**config.mk**
```make
export PLATFORM = sky130hd
export DESIGN_NAME = spi_master_cs4
export DESIGN_NICKNAME = d
export VERILOG_FILES = /design/src/rtl/spi_cs_pkg.sv /design/src/rtl/spi_tick_gen.sv /design/src/rtl/spi_master_cs4.sv
export SDC_FILE = /design/constraint.sdc
export NUM_CORES = 1
export LEC_CHECK = 0
export CAP_MARGIN = 20
export CORE_MARGIN = 3
export CORE_UTILIZATION = 46
export CTS_CLUSTER_DIAMETER = 200
export DETAILED_ROUTE_END_ITERATION = 8
export MAX_ROUTING_LAYER = met4
export PLACE_DENSITY = 0.7
export SLEW_MARGIN = 25
export SYNTH_ARGS = -nofsm -noshare
export SYNTH_HDL_FRONTEND = slang
export SYNTH_SLANG_ARGS = --single-unit
```
**constraint.sdc**
```tcl
create_clock -name clk -period 2.4 [get_ports clk]
set_clock_uncertainty 0.05 [all_clocks]
set_input_delay 0.6 -clock clk [delete_from_list [all_inputs] [get_ports clk]]
set_output_delay 0.6 -clock clk [all_outputs]
set_load 0.02 [all_outputs]
```
**src/rtl/spi_cs_pkg.sv**
```systemverilog
// Shared constants, state type and select-code mapping
// for the four-slave SPI master.
package spi_cs_pkg;

  localparam logic [3:0] CS_DEV0 = 4'b0011;
  localparam logic [3:0] CS_DEV1 = 4'b1101;
  localparam logic [3:0] CS_DEV2 = 4'b1011;
  localparam logic [3:0] CS_DEV3 = 4'b0111;
  localparam logic [3:0] CS_IDLE = 4'b1111;

  typedef enum logic [1:0] {
    ST_IDLE,
    ST_SETUP,
    ST_SHIFT,
    ST_HOLD
  } state_e;

  function automatic logic [3:0] dev_to_code(
    input logic [1:0] dev
  );
    logic [3:0] c;
    unique case (dev)
      2'd0: c = CS_DEV0;
      2'd1: c = CS_DEV1;
      2'd2: c = CS_DEV2;
      2'd3: c = CS_DEV3;
    endcase
    return c;
  endfunction

endpackage

```
**src/rtl/spi_tick_gen.sv**
```systemverilog
// Half-period tick source: pulses every CLK_DIV cycles
// while enabled, restarts from zero on clear.
module spi_tick_gen #(
  parameter int CLK_DIV = 4
) (
  input  logic clk,
  input  logic rst,
  input  logic clr,
  input  logic en,
  output logic tick
);

  localparam int CW = (CLK_DIV > 1) ? $clog2(CLK_DIV) : 1;
  localparam logic [CW-1:0] LAST = CW'(CLK_DIV - 1);

  logic [CW-1:0] cnt_q;

  assign tick = en && (cnt_q == LAST);

  always_ff @(posedge clk) begin
    if (rst || clr) begin
      cnt_q <= '0;
    end else if (en) begin
      cnt_q <= tick ? '0 : cnt_q + CW'(1);
    end
  end

endmodule

```
**src/rtl/spi_master_cs4.sv**
```systemverilog
// Mode-0 MSB-first SPI master driving one of four slaves
// through the 4-bit chip-select code bus.
module spi_master_cs4
  import spi_cs_pkg::*;
#(
  parameter int DATA_W  = 16,
  parameter int CLK_DIV = 4
) (
  input  logic              clk,
  input  logic              rst,
  input  logic              start,
  input  logic [1:0]        dev_sel,
  input  logic [DATA_W-1:0] tx_data,
  output logic              busy,
  output logic              done,
  output logic [DATA_W-1:0] rx_data,
  output logic              sclk,
  output logic              mosi,
  output logic [3:0]        cs_code,
  input  logic              miso
);

  localparam int HW = $clog2(2 * DATA_W + 1);
  localparam logic [HW-1:0] HALF_END  = HW'(2 * DATA_W);
  localparam logic [HW-1:0] LAST_FALL = HW'(2 * DATA_W - 1);

  state_e            state_q;
  logic              busy_q;
  logic              done_q;
  logic [DATA_W-1:0] rx_q;
  logic [DATA_W-1:0] rxsh_q;
  logic [DATA_W-1:0] tx_q;
  logic              sclk_q;
  logic              mosi_q;
  logic [3:0]        cs_q;
  logic [HW-1:0]     hcnt_q;

  logic tick;
  logic accept;

  assign accept = (state_q == ST_IDLE) && start;

  spi_tick_gen #(
    .CLK_DIV (CLK_DIV)
  ) u_tick (
    .clk  (clk),
    .rst  (rst),
    .clr  (accept),
    .en   (state_q != ST_IDLE),
    .tick (tick)
  );

  // hcnt_q counts sclk half-periods; the one past the
  // last falling edge is the trailing low half before HOLD.
  always_ff @(posedge clk) begin
    if (rst) begin
      state_q <= ST_IDLE;
      busy_q  <= 1'b0;
      done_q  <= 1'b0;
      rx_q    <= '0;
      rxsh_q  <= '0;
      tx_q    <= '0;
      sclk_q  <= 1'b0;
      mosi_q  <= 1'b0;
      cs_q    <= CS_IDLE;
      hcnt_q  <= '0;
    end else begin
      done_q <= 1'b0;
      unique case (state_q)
        ST_IDLE: begin
          if (start) begin
            state_q <= ST_SETUP;
            busy_q  <= 1'b1;
            cs_q    <= dev_to_code(dev_sel);
            tx_q    <= tx_data;
            mosi_q  <= tx_data[DATA_W-1];
            rxsh_q  <= '0;
            hcnt_q  <= '0;
          end
        end
        ST_SETUP: begin
          if (tick) begin
            state_q <= ST_SHIFT;
            sclk_q  <= 1'b1;
            rxsh_q  <= {rxsh_q[DATA_W-2:0], miso};
            hcnt_q  <= HW'(1);
          end
        end
        ST_SHIFT: begin
          if (tick) begin
            if (hcnt_q == HALF_END) begin
              state_q <= ST_HOLD;
            end else begin
              hcnt_q <= hcnt_q + HW'(1);
              sclk_q <= ~sclk_q;
              if (sclk_q) begin
                if (hcnt_q != LAST_FALL) begin
                  tx_q   <= tx_q << 1;
                  mosi_q <= tx_q[DATA_W-2];
                end
              end else begin
                rxsh_q <= {rxsh_q[DATA_W-2:0], miso};
              end
            end
          end
        end
        ST_HOLD: begin
          if (tick) begin
            state_q <= ST_IDLE;
            busy_q  <= 1'b0;
            done_q  <= 1'b1;
            rx_q    <= rxsh_q;
            cs_q    <= CS_IDLE;
            mosi_q  <= 1'b0;
            hcnt_q  <= '0;
          end
        end
        default: state_q <= ST_IDLE;
      endcase
    end
  end

  assign busy    = busy_q;
  assign done    = done_q;
  assign rx_data = rx_q;
  assign sclk    = sclk_q;
  assign mosi    = mosi_q;
  assign cs_code = cs_q;

endmodule

```
## Word level (Yosys, flattened, before mapping)

Index checks and enable logic that the tools add are counted.

- Register bits: 65
- Input port bits: 22
- Output and inout bits: 24
- Logic and storage cells: 96

- Add/sub/neg operators: 2
- Eq/ne operators: 18
- Mux-type cells: 43
- Bitwise operators: 2
- Reduce and logical (&&, ||, !) cells: 20

Operator list:

| kind | count |
|---|---|
| $mux 16 | 5 |
| $mux 15 | 5 |
| $pmux 16 s3 | 1 |
| $mux 6 | 5 |
| $pmux 15 s2 | 1 |
| $pmux 6 s4 | 1 |
| $pmux 4 s4 | 1 |
| $mux 2 | 6 |
| $ne 2x2->1 const B | 6 |
| $reduce_and 6->1 | 2 |
| $mux 1 | 11 |
| $eq 2x2->1 const B | 5 |
| $reduce_and 5->1 | 2 |
| $mux 4 | 2 |
| $pmux 2 s4 | 1 |
| $pmux 4 s2 | 1 |
| $reduce_bool 2->1 | 4 |
| $reduce_and 7->1 | 1 |
| $add 6x1->6 const B | 1 |
| $eq 6x6->1 const B | 1 |
| $ne 2x1->1 const B | 3 |
| $ne 6x5->1 const B | 1 |
| $reduce_bool 3->1 | 2 |
| $eq 2x1->1 const B | 2 |
| 11 further kinds | 15 |

## Logic depth before layout (Yosys ltp)

Gate-level depths: netlist of run 1.

- Depth after elaboration: 6
- Gate-level depth with buffers: 9

## Hierarchy

Synthesis of run 1 repeated with hierarchy kept, for this count alone.

- Cell total of the unflattened synthesis: 344
- Area total of the unflattened synthesis: 3,101.7 sq um

Modules (own cells, without submodules):

| module | times used | cells an instance | area each (sq um) | sequential area each (sq um) |
|---|---|---|---|---|
| spi_master_cs4 | 1 | 335 | 3,000.4 | 1,241.2 |
| spi_tick_gen | 1 | 9 | 101.3 | 40.0 |

## Worst setup path after synthesis of run 1

Ideal clock, no wire load.

- Path type: reg2reg
- Start: register state_q[0]
- End: register hcnt_q[0]
- Arrival time: 1.779 ns
- Required time: 2.280 ns
- Path slack: 0.501 ns
- Stages on the path, launching flop included: 8
- Buffers on the path: 1
- Clock period less this slack: 1.899 ns
- Cells stage by stage: dfxtp_1 > inv_1 > ha_1 > buf_6 > nor4_4 > a211oi_2 > or4_1 > a21oi_1

- Cells in the longest elaborated chain, start to end: 4
- Elaborated cells on any way between the ends: 13
- Classes of those cells: eq/ne (8); mux (1); reduce/logical (4)

RTL lines:

| element | line | RTL |
|---|---|---|
| from (decl) | spi_master_cs4.sv:27 | `state_e state_q;` |
| from (signal assigned) | spi_master_cs4.sv:57 | `state_q <= ST_IDLE;` |
| from (signal assigned) | spi_master_cs4.sv:72 | `state_q <= ST_SETUP;` |
| from (signal assigned) | spi_master_cs4.sv:83 | `state_q <= ST_SHIFT;` |
| $reduce_bool 2->1 | spi_master_cs4.sv:49 | `.en (state_q != ST_IDLE),` |
| $logic_and 1x1->1 | spi_tick_gen.sv:18 | `assign tick = en && (cnt_q == LAST);` |
| $ne 2x1->1 (no line) | - |  |
| $reduce_and 5->1 (no line) | - |  |
| to (signal assigned) | spi_master_cs4.sv:94 | `hcnt_q <= hcnt_q + HW'(1);` |
| to (decl) | spi_master_cs4.sv:36 | `logic [HW-1:0] hcnt_q;` |

Several ways; a longest one is shown, not always the timed one.
A chain may end at the register's enable or synchronous reset.

## Worst setup path in the final report of run 1

- Start: register state_q[0]
- End: register hcnt_q[4]

The elaborated chain is that of the path after synthesis.

==> results.cfg, run 1 <==
[outcome]
outcome = completed

[cts]
root_buffer = clkbuf_8
clock_latency_ns = 0.34
clkSinkCount = 64
h-tree-depth = 3
cts-resized-gates = 0
postCtsSetupRepairBufs = 0
tritoncts = yes
path_clk_slew_ns = 0.07
cts_buffers = 9
clk_path_buf_depth = 2
hold_buffers = 0

[logic_synthesis]
ys_async_sr_fraction = 0
synth_edf_count = 0
ys_warn_count = 0
synth-seq-cells = 64
syn_area_per_cell_sq_um = 8.63
ys_seq_area_frac = 0.415
synth_cells = 358
syn_area_sq_um = 3090
synth_nets = 391
yosysUniqueCellTypes = 51
synth_flop_cell = dfxtp_1

[grt]
grt_pass1_vias = 2412
antenna_found_initial = 0
grt_max_degree = 35
grt.overflow.total = 0
track_usage = 0.189
grt_pass1_wl_mm = 11.2

[drt]
antenna_left = 0
drc = 0
drt_iter0_drc = 131
wl_per_cell_um = 13.7
vias_per_cell = 5.47
first_pass_iters = 4
finalWirelength_mm = 6.60
vias = 2630

[placement]
gp_congestion = 0.825
placed_cell_area_sq_um = 3590
dp_hpwl_mm = 4.50
port_buffers = 44
place_ws_ns = 0.102

[layout]
fin_area_sq_um = 3800
fill_cells = 587
areaGrowthSynthToFinish_pct = 23.0
fin_nets = 432
drive_above_1_share = 0.119
n_antenna_cell = 0

[floorplan]
initial_core_util = 0.481
core_sq_um = 6420
die_area_sq_um = 7740
core.rowCount = 29
die_h_um = 88.0
fp.dieW_um = 88.0
io_pins = 46

[power]
power.density_nw_per_um2 = 952
vdd_ir_drop_max_uv = 535
p_leak_nw = 1.40

[sta]
final-hold-violation-count = 0
worst_pin_slew_ns = 0.734
min_period_ns = 2.14
relSlewSlack = 0.511
setup_viol = 0
worst_slack_ns = 0.262
timing.final.crit_share = 0.891
final_max_slew_viol_count = 0
hold_slack_ns = 0.403
fin_setup_tns_ns = 0
fmax_ghz = 0.468
rsz0062_at_grt = no

[critical_path]
worstPathMaxFanout = 10
arrival_ns = 2.32
worst-setup-path-type = register to register
reg2regPathDepth = 7
cp-endpoint = hcnt_q[4]$_SDFFE_PP0P_
endpoint_kind = register
r2r_setup_slack_ns = 0.26
timing.rr.start = state_q[0]$_SDFFE_PP0P_
rr_endpoint = hcnt_q[4]$_SDFFE_PP0P_
crit_start = state_q[0]$_SDFFE_PP0P_
startpoint_type = register
critPathRequiredTime_ns = 2.58

[job]
drv_cap = 0

[min_path]
hp-class = register to register
-- layer usage --
layer  up-vias  GRT usage  wire length (um)
met4         0     0.0600                74
met3        10     0.0621               225
li1       1342          -                 -
met5         -          -                 0
met1      1228      0.248              3320
met2        50      0.275              2990
-- synthesized netlist by cell type, drive strengths merged (2+ instances only) --
| cell | count | share of area |
|---|---|---|
| nand3 | 23 | 0.037 |
| and3 | 2 | 0.0040 |
| nor3 | 6 | 0.011 |
| o211ai | 16 | 0.039 |
| mux2 | 15 | 0.055 |
| mux2i | 14 | 0.045 |
| ha | 11 | 0.045 |
| nand2b | 3 | 0.0061 |
| o2bb2ai | 2 | 0.0057 |
| nor4 | 2 | 0.0089 |
| o21ai | 11 | 0.018 |
| a21oi | 44 | 0.075 |
| o221a | 2 | 0.0073 |
| nand3b | 3 | 0.0073 |
| dfxtp | 64 | 0.41 |
| nand2 | 66 | 0.080 |
| clkbuf | 12 | 0.015 |
| a21o | 3 | 0.0073 |
| buf | 14 | 0.028 |
| inv | 10 | 0.012 |
| nor2b | 3 | 0.0061 |
| and2 | 2 | 0.0040 |
| nor2 | 9 | 0.011 |
-- worst min path at each step --
stage,depth (start not counted),end,start,slack (ns)
2_1_floorplan,2,rx_data[15]$_SDFFE_PP0P_,rxsh_q[15]$_SDFFE_PP0P_,0.38
3_3_place_gp,2,tx_q[3]$_SDFFE_PP0P_,tx_q[3]$_SDFFE_PP0P_,0.39
3_5_place_dp,2,rx_data[0]$_SDFFE_PP0P_,rx_data[0]$_SDFFE_PP0P_,0.40
4_1_cts,2,rx_data[0]$_SDFFE_PP0P_,rx_data[0]$_SDFFE_PP0P_,0.41
5_1_grt,2,rx_data[15]$_SDFFE_PP0P_,rxsh_q[15]$_SDFFE_PP0P_,0.42
6_report,2,rx_data[7]$_SDFFE_PP0P_,rx_data[7]$_SDFFE_PP0P_,0.40
-- sequential cells by signal, indices dropped and copies added (netlist names) --
name          count
state_q           2
tx_q             15
cs_code           3
hcnt_q            6
rx_data          16
rxsh_q           16
sclk              1
busy              1
mosi              1
u_tick.cnt_q      2
done              1
-- where the power goes --
group	total (mW)	switching (mW)	internal [mW]
Combinational	1.34	0.775	0.570
Clock	1.00	0.420	0.581
Sequential	1.27	0.0781	1.20
-- cell families after synthesis --
kind of cell             Yosys count  synth area share
AO/OA/AOI/OAI                     91             0.192
adder cells (fa/ha/maj)           11            0.0445
buffers and inverters             37            0.0555
flip-flops                        64             0.415
multiplexers                      29             0.100
other                              1           0.00121
AND/OR/NAND/NOR                  125             0.193
-- cell usage in the layout, fill, tap and decap left out, drive strengths merged, types with 3 or more instances in the layout --
master	n
clkinv	5
ha	11
nand3b	3
nor3	6
inv	10
o211ai	16
mux2	15
nor2b	3
nand3	23
nor2	9
nand2	66
a21oi	44
nand2b	3
clkdlybuf4s50	44
a21o	3
clkbuf	10
dfxtp	64
o21ai	11
mux2i	14
buf	12
-- worst max-delay path: stages, from the launching register on --
cell and delay, ns:
dfxtp_1 0.40, inv_1 0.10, ha_1 0.23, buf_4 0.18, nor4_4 0.31, a211o_1 0.28, nand2b_1 0.14, o311a_1 0.34
-- area by class of cell --
class                      instances  area [sq um]  area share
clock inverter                     6          83.8      0.0220
sequential                        64          1280       0.337
inverter                          11          41.3      0.0109
clock buffer                      10           128      0.0336
timing repair buffer              56           531       0.140
multi-input combinational        257          1640       0.432
tap                               77          96.3      0.0253
-- through the flow --
stage                     total power [mW]  cells   util
after floorplan                       2.28    358      -
after detailed placement              2.63    465  0.559
after CTS                             3.64    481  0.591
after global placement                2.60    465  0.559
after global routing                  3.85    481  0.592
final                                 3.62    481  0.592
No activity file was read; power rests on OpenSTA's default activity.
==> run 2: changes to the inputs <==
Clock period 2.4 ns to 2.7 ns, I/O delays scaled along.
==> run 2 against run 1 <==
- setup slack better by 0.20 ns
- fmax down 4.3%
- clock-buffer cell count unchanged
- cell count down 0.21%
- largest power group unchanged
- register-to-register slack better by 0.20 ns
- core utilization up 0.12 points
- hold slack better by 0.0044 ns
- first-iteration DRC count up 11%
==> results.cfg, run 2 (same netlist as run 1, synthesis figures left out) <==
[outcome]
outcome = completed

[drt]
antenna_left = 0
finalWirelength_mm = 6.63
vias = 2640
wl_per_cell_um = 13.8
first_pass_iters = 4
vias_per_cell = 5.50
drc = 0
drt_iter0_drc = 146

[min_path]
hp-start = rx_data[11]$_SDFFE_PP0P_
whs_path_depth = 2
hp-class = register to register
min_to = rx_data[11]$_SDFFE_PP0P_

[cts]
cts-resized-gates = 0
postCtsSetupRepairBufs = 0
root_buffer = clkbuf_8
cts_buffers = 9
clock_latency_ns = 0.34
clk_path_buf_depth = 2
path_clk_slew_ns = 0.07
clkSinkCount = 64
h-tree-depth = 3
hold_buffers = 0
tritoncts = yes

[power]
switching_share = 0.352
power.switching_mw = 1.13
pwr-share-comb = 0.359
pwr-share-clk = 0.289
p_leak_nw = 1.40
vdd_ir_drop_max_uv = 440
internal-power_mw = 2.09
power.density_nw_per_um2 = 846
seqPwrFrac = 0.352

[layout]
fill_cells = 545
areaGrowthSynthToFinish_pct = 23.3
ff_latch_area_sq_um = 1280
drive_above_1_share = 0.114
final_cell_mix = nand2_1 (66), dfxtp_1 (64), clkdlybuf4s50_1 (44), a21oi_1 (43), nand3_1 (23)
final_common_cell = nand2_1
fin_area_sq_um = 3810
multi_input_area_sq_um = 1640
n_antenna_cell = 0
fin_nets = 431
final_core_util = 0.593

[sta]
rsz0062_at_grt = no
fmax_ghz = 0.448
timing.final.crit_share = 0.827
min_period_ns = 2.23
final-hold-violation-count = 0
worst_slack_ns = 0.467
fin_setup_tns_ns = 0
setup_viol = 0
final_max_slew_viol_count = 0
worst_pin_slew_ns = 0.626
relSlewSlack = 0.583

[critical_path]
cp_cell_sequence = inv_1 > ha_1 > and2b_1 > a211oi_2 > nor3_1 > o221a_1
worst-setup-path-type = register to register
arrival_ns = 2.42
rr_endpoint = hcnt_q[3]$_SDFFE_PP0P_
r2r_setup_slack_ns = 0.47
worstPathMaxFanout = 11
max_stage_delay_ns = 0.46
critPathRequiredTime_ns = 2.89
slowest_stage = a211oi_2
crit_start = state_q[1]$_SDFFE_PP0P_
timing.rr.start = state_q[1]$_SDFFE_PP0P_
startpoint_type = register
endpoint_kind = register
reg2regPathDepth = 6

[floorplan]
core.rowCount = 29
die_h_um = 88.0
core_sq_um = 6420
initial_core_util = 0.481
io_pins = 46
die_area_sq_um = 7740
fp.dieW_um = 88.0

[grt]
grt_max_degree = 32
antenna_found_initial = 0
grt_pass1_vias = 2383
grt.overflow.total = 0
track_usage = 0.189
grt_pass1_wl_mm = 11.3

[placement]
place_ws_ns = 0.355
port_buffers = 44
placed_cell_area_sq_um = 3580
dp_hpwl_mm = 4.52
gp_congestion = 0.774

[job]
drv_cap = 0
==> run 2: changes by cell type in the layout (fill, tap and decap cells not counted), sizes merged <==
cell / delta
clkinv: -2
clkinvlp: +2
buf: -1
==> run 2: worst max-delay path, delay by kind of cell, from the launching register on <==
family / cells / cell delay (ns)
AO/OA/AOI/OAI: 2 / 0.71
adder cells (fa/ha/maj): 1 / 0.42
buffers and inverters: 1 / 0.15
flip-flops: 1 / 0.33
AND/OR/NAND/NOR: 2 / 0.45
==> run 2: worst max path at each step <==
stage / to / slack (ns) / cells after the start
after floorplan: hcnt_q[0]$_SDFFE_PP0P_ / 0.80 / 7
after global placement: mosi$_SDFFE_PP0P_ / 0.38 / 5
after detailed placement: mosi$_SDFFE_PP0P_ / 0.35 / 5
after CTS: tx_q[5]$_SDFFE_PP0P_ / 0.47 / 7
after global routing: rx_data[4]$_SDFFE_PP0P_ / 0.21 / 6
final: hcnt_q[3]$_SDFFE_PP0P_ / 0.47 / 6
==> run 2: layout make-up <==
cell class | count | area share
Inverter | 11 | 0.0108
Timing Repair Buffer | 55 | 0.137
Tap cell | 77 | 0.0253
Clock buffer | 10 | 0.0361
Multi-Input combinational cell | 257 | 0.430
Clock inverter | 6 | 0.0243
Sequential cell | 64 | 0.336
==> run 2: power groups by stage <==
stage / clock network (mW) / registers, mW / logic (mW)
6_report: 0.932 / 1.13 / 1.16
5_1_grt: 0.994 / 1.15 / 1.26
3_3_place_gp: 0 / 1.15 / 1.12
3_5_place_dp: 0 / 1.15 / 1.15
4_1_cts: 0.958 / 1.13 / 1.16
2_1_floorplan: 0 / 1.16 / 0.869
==> run 2: metal layers <==
layer	track usage	vias to the layer above	wire length, um
met4	0.0795	0	129
met3	0.0367	14	230
li1	-	1339	-
met1	0.257	1238	3300
met2	0.275	49	2960
met5	-	-	0
==> run 2: stage by stage <==
stage | hold slack [ns] | cells | total power [mW]
floorplan | 0.382 | 358 | 2.03
global placement | 0.390 | 464 | 2.27
detailed placement | 0.399 | 464 | 2.31
CTS | 0.410 | 480 | 3.25
global route | 0.423 | 480 | 3.40
finish | 0.407 | 480 | 3.22
==> variant 1 (config.mk and constraints of run 2) <==
Make the reset (`rst`) asynchronous in one clocked block.
--- a/src/rtl/spi_master_cs4.sv
+++ b/src/rtl/spi_master_cs4.sv
@@ -52,7 +52,7 @@
 
   // hcnt_q counts sclk half-periods; the one past the
   // last falling edge is the trailing low half before HOLD.
-  always_ff @(posedge clk) begin
+  always_ff @(posedge clk or posedge rst) begin
     if (rst) begin
       state_q <= ST_IDLE;
       busy_q  <= 1'b0;
Behaviour: differs if rst is asserted again (counterexample within 4 cycles, from zero or initial values and one cycle with rst high); with rst held inactive, the same outputs for 10 cycles.
==> variant 1 against run 2 <==
- sequential cell count stayed put
- final area rose by 2.9%
- wire length fell by 11%
- setup slack worse by 0.23 ns
- critical endpoint is now rxsh_q[3]
- area after synthesis rose by 2.7%
- power increased by 36%
- die area grew 2.5%
==> variant 1: results (changes against run 2) <==
[power_and_ir_drop]
p_int_mw = 2.782  ; +33%
leakage_nw = 1.815  ; +30%
pwr-share-seq_pct = 34.9  ; -0.3 points
ir_worst_vdd_v = 0.0004805  ; +9.3%
total_power_mw = 4.390  ; +36%

[synth]
yosysSeqAreaShare_pct = 50.26  ; +8.8 points
synthesis.nets = 325  ; -17%
synth.area.top_cells = dfrtp_1 (47%), mux2_2 (7.1%), mux2i_1 (5.7%), nand2_1 (4.5%), ha_1 (4.3%)
netlist_instances = 292  ; -18%
synth_mux_area_share_pct = 17.03  ; +7.0 points
netlist_top_cells_count = dfrtp_1 (59), nand2_1 (38), inv_1 (27)
synthArstFlopShare_pct = 96.88  ; +97 points
synthAdderAreaFrac_pct = 4.336  ; -0.12 points
synth_compound_area_share_pct = 10.37  ; -8.8 points

[worst_hold_path]
hold_start = rx_data[14]
hold_path_end = rx_data[14]

[grt]
grt_pass1_vias = 2220  ; -6.8%
grt_use_met1_pct = 21.08  ; -4.6 points
grt_max_degree = 34  ; +6.3%
track_usage_pct = 16.93  ; -2.0 points
grt_pass1_wl_microns = 9963  ; -11%
use_met3_pct = 4.055  ; +0.39 points

[outcome]
status = complete, no violations

[place]
hpwl_microns = 4112  ; -9.0%
place.gp.congestion = 0.8053  ; +4.0%
placedCellCount = 408  ; -12%
pre_cts_slack_ns = 0.1838  ; -0.1710 ns

[setup_path]
cp-endpoint = rxsh_q[3]
max_stage_delay_ns = 0.63  ; +0.17 ns
reg2reg_to = rxsh_q[3]
rr_startpoint = state_q[0]
slowest_stage = a22oi_4
regToRegSetupSlack_ns = 0.24  ; -0.23 ns
arrival_ns = 2.66  ; +0.24 ns

[drt]
wl_per_cell_microns = 13.98  ; +1.2%
vias = 2240  ; -15%
first_iter_violations = 92  ; -37%

[timing]
hold_ws_ns = 0.4297  ; +0.02239 ns
worst_pin_slew_ns = 0.6975  ; +0.07144 ns
fmax_ghz = 0.4064  ; -9.3%

[layout]
fill_cells = 552  ; +1.3%
nets = 375  ; -13%

## variant 1: worst max-delay path: cells and delay by family, from the launching register on
family	cells	cell delay [ns]
simple gates	1	0.27
buf+inv	1	0.12
flops	1	0.42
mux	1	0.27
fa+ha+maj	1	0.47
compound gates	2	0.78
## variant 1: per-layer routing
layer / wire [microns] / vias up
met5: 0 / -
li1: - / 1104
met1: 2784 / 1080
met2: 2815 / 47
met3: 242 / 9
met4: 85 / 0
## variant 1: cells by family after synthesis
| group | after synthesis |
|---|---|
| mux | 47 |
| other cells | 1 |
| flops | 64 |
| compound gates | 49 |
| buf+inv | 42 |
| fa+ha+maj | 11 |
| simple gates | 78 |
## variant 1: area by class of cell
type | instances | area (sq um) | area share (%)
flip-flops and latches | 64 | 1595 | 40.71
multi-input cells | 186 | 1388 | 35.41
repair buffers | 53 | 508.0 | 12.96
clock buffers | 9 | 123.9 | 3.161
inverters | 28 | 105.1 | 2.682
clock inverters | 7 | 102.6 | 2.618
well taps | 77 | 96.34 | 2.458
==> variant 2 (flow settings as in run 2) <==
Made on the original files. The parameter `DATA_W` goes from 16 to 32.
--- a/src/rtl/spi_master_cs4.sv
+++ b/src/rtl/spi_master_cs4.sv
@@ -3,7 +3,7 @@
 module spi_master_cs4
   import spi_cs_pkg::*;
 #(
-  parameter int DATA_W  = 16,
+  parameter int DATA_W  = 32,
   parameter int CLK_DIV = 4
 ) (
   input  logic              clk,
Interface: changed (resized rx_data and tx_data); port bits go from 46 to 78. The function was not compared with the original's and may differ.
==> variant 2 against run 2 <==
- final area increased by 77%
- sequential cell count is 49 higher
- power increased by 85%
- setup slack lost 0.033 ns
- sequential share of layout area decreased by 0.11 points
- synthesized cell count rose by 67%
- wire length rose by 78%
- first-iteration DRC count is 40% higher
- area after synthesis increased by 74%
- critical path type unchanged
==> variant 2: results (changes against run 2) <==
[power_and_ir_drop]
p_int_mw = 3.994  ; +91%
ir_worst_vdd_v = 0.0005582  ; +27%
leakage_nw = 2.528  ; +81%
combPwrFrac_pct = 30.3  ; -5.6 points
p_clk_share_pct = 36.9  ; +8.0 points

[timing]
worst_pin_slew_ns = 0.8708  ; +0.2447 ns
hold_ws_ns = 0.4044  ; -0.002934 ns

[drt]
vias = 4397  ; +67%
drt_wl_total_microns = 11790  ; +78%

[place]
port_buffers = 76  ; +73%
hpwl_microns = 7627  ; +69%
pre_cts_slack_ns = 0.1813  ; -0.1736 ns
post_dp_cell_area_sq_um = 6158  ; +72%
place.gp.congestion = 0.8052  ; +4.0%

[synth]
yosysSeqAreaShare_pct = 41.98  ; +0.52 points
synth.area.top_cells = dfxtp_1 (42%), nand2_1 (9.3%), o211ai_2 (7.0%), a21oi_1 (6.5%), mux2_2 (6.3%)
synthesis.nets = 648  ; +66%
avgSynthCellArea_sq_um = 8.997  ; +4.2%

[clocking]
cts_root_buf = clkbuf_16
htreeDepth = 4  ; +1
numCtsBuffers = 17  ; +8
insertion_delay_ns = 0.41  ; +0.07 ns

[grt]
grt.met2_usage_pct = 30.52  ; +3.1 points
grt_use_met1_pct = 23.78  ; -1.9 points
track_usage_pct = 19.30  ; +0.36 points
grt_pass1_vias = 4326  ; +82%
grt_pass1_wl_microns = 19980  ; +78%

[layout]
drive_gt1_share_pct = 17.66  ; +6.3 points
final_cells = 808  ; +68%
nets = 704  ; +63%

[worst_hold_path]
hold_start = rx_data[22]

[setup_path]
cp_max_fo = 17  ; +6
reg2reg_to = tx_q[16]
crit_start = hcnt_q[0]

[outcome]
status = complete, no violations

## variant 2: changes by cell type after synthesis, sizes merged, moves of 3 or more
cell,run 2,this run
dfxtp,64,113
buf,14,27
clkbuf,12,27
o311ai,0,3
nand3,23,39
mux2i,14,31
a21oi,44,71
nand2,66,133
o211ai,16,33
nor4b,0,4
mux2,15,30
## variant 2: worst max-delay path by stage
| stage | to | slack [ns] | cells past startpoint |
|---|---|---|---|
| floorplan | hcnt_q[4] | 0.77 | 8 |
| global placement | hcnt_q[4] | 0.26 | 5 |
| detailed placement | hcnt_q[4] | 0.18 | 5 |
| CTS | tx_q[16] | 0.45 | 6 |
| global route | hcnt_q[3] | 0.18 | 6 |
| finish | tx_q[16] | 0.43 | 6 |
## variant 2: area by class of cell
| cell class | instances | area, sq um |
|---|---|---|
| flip-flops and latches | 113 | 2262 |
| multi-input cells | 422 | 2778 |
| well taps | 140 | 175.2 |
| repair buffers | 91 | 905.9 |
| clock buffers | 20 | 456.7 |
| inverters | 10 | 37.54 |
| clock inverters | 12 | 133.9 |
| fillers | 982 | 4377 |
## variant 2: logic make-up after synthesis
| logic type | after synthesis | share of synthesized area [%] |
|---|---|---|
| AOI/OAI and AO/OA | 137 | 18.85 |
| adders and majority gates | 11 | 2.554 |
| buffers and inverters | 64 | 6.734 |
| DFF | 113 | 41.98 |
| muxes | 61 | 12.03 |
| other | 1 | 0.06959 |
| and+or+nand+nor | 212 | 17.79 |
## variant 2: layer usage
metal  wire (microns)  vias to the layer above
met3              506                       15
met4              128                        0
met5                0                        -
li1                 -                     2217
met2             5747                       78
met1             5408                     2087
## variant 2: worst max-delay path, cell delays in order, from the launching register on
cell      delay, ns
dfxtp_1        0.38
ha_1           0.27
nand4b_1       0.11
o21ai_0        0.37
o32a_2         0.55
buf_12         0.24
mux2i_1        0.21
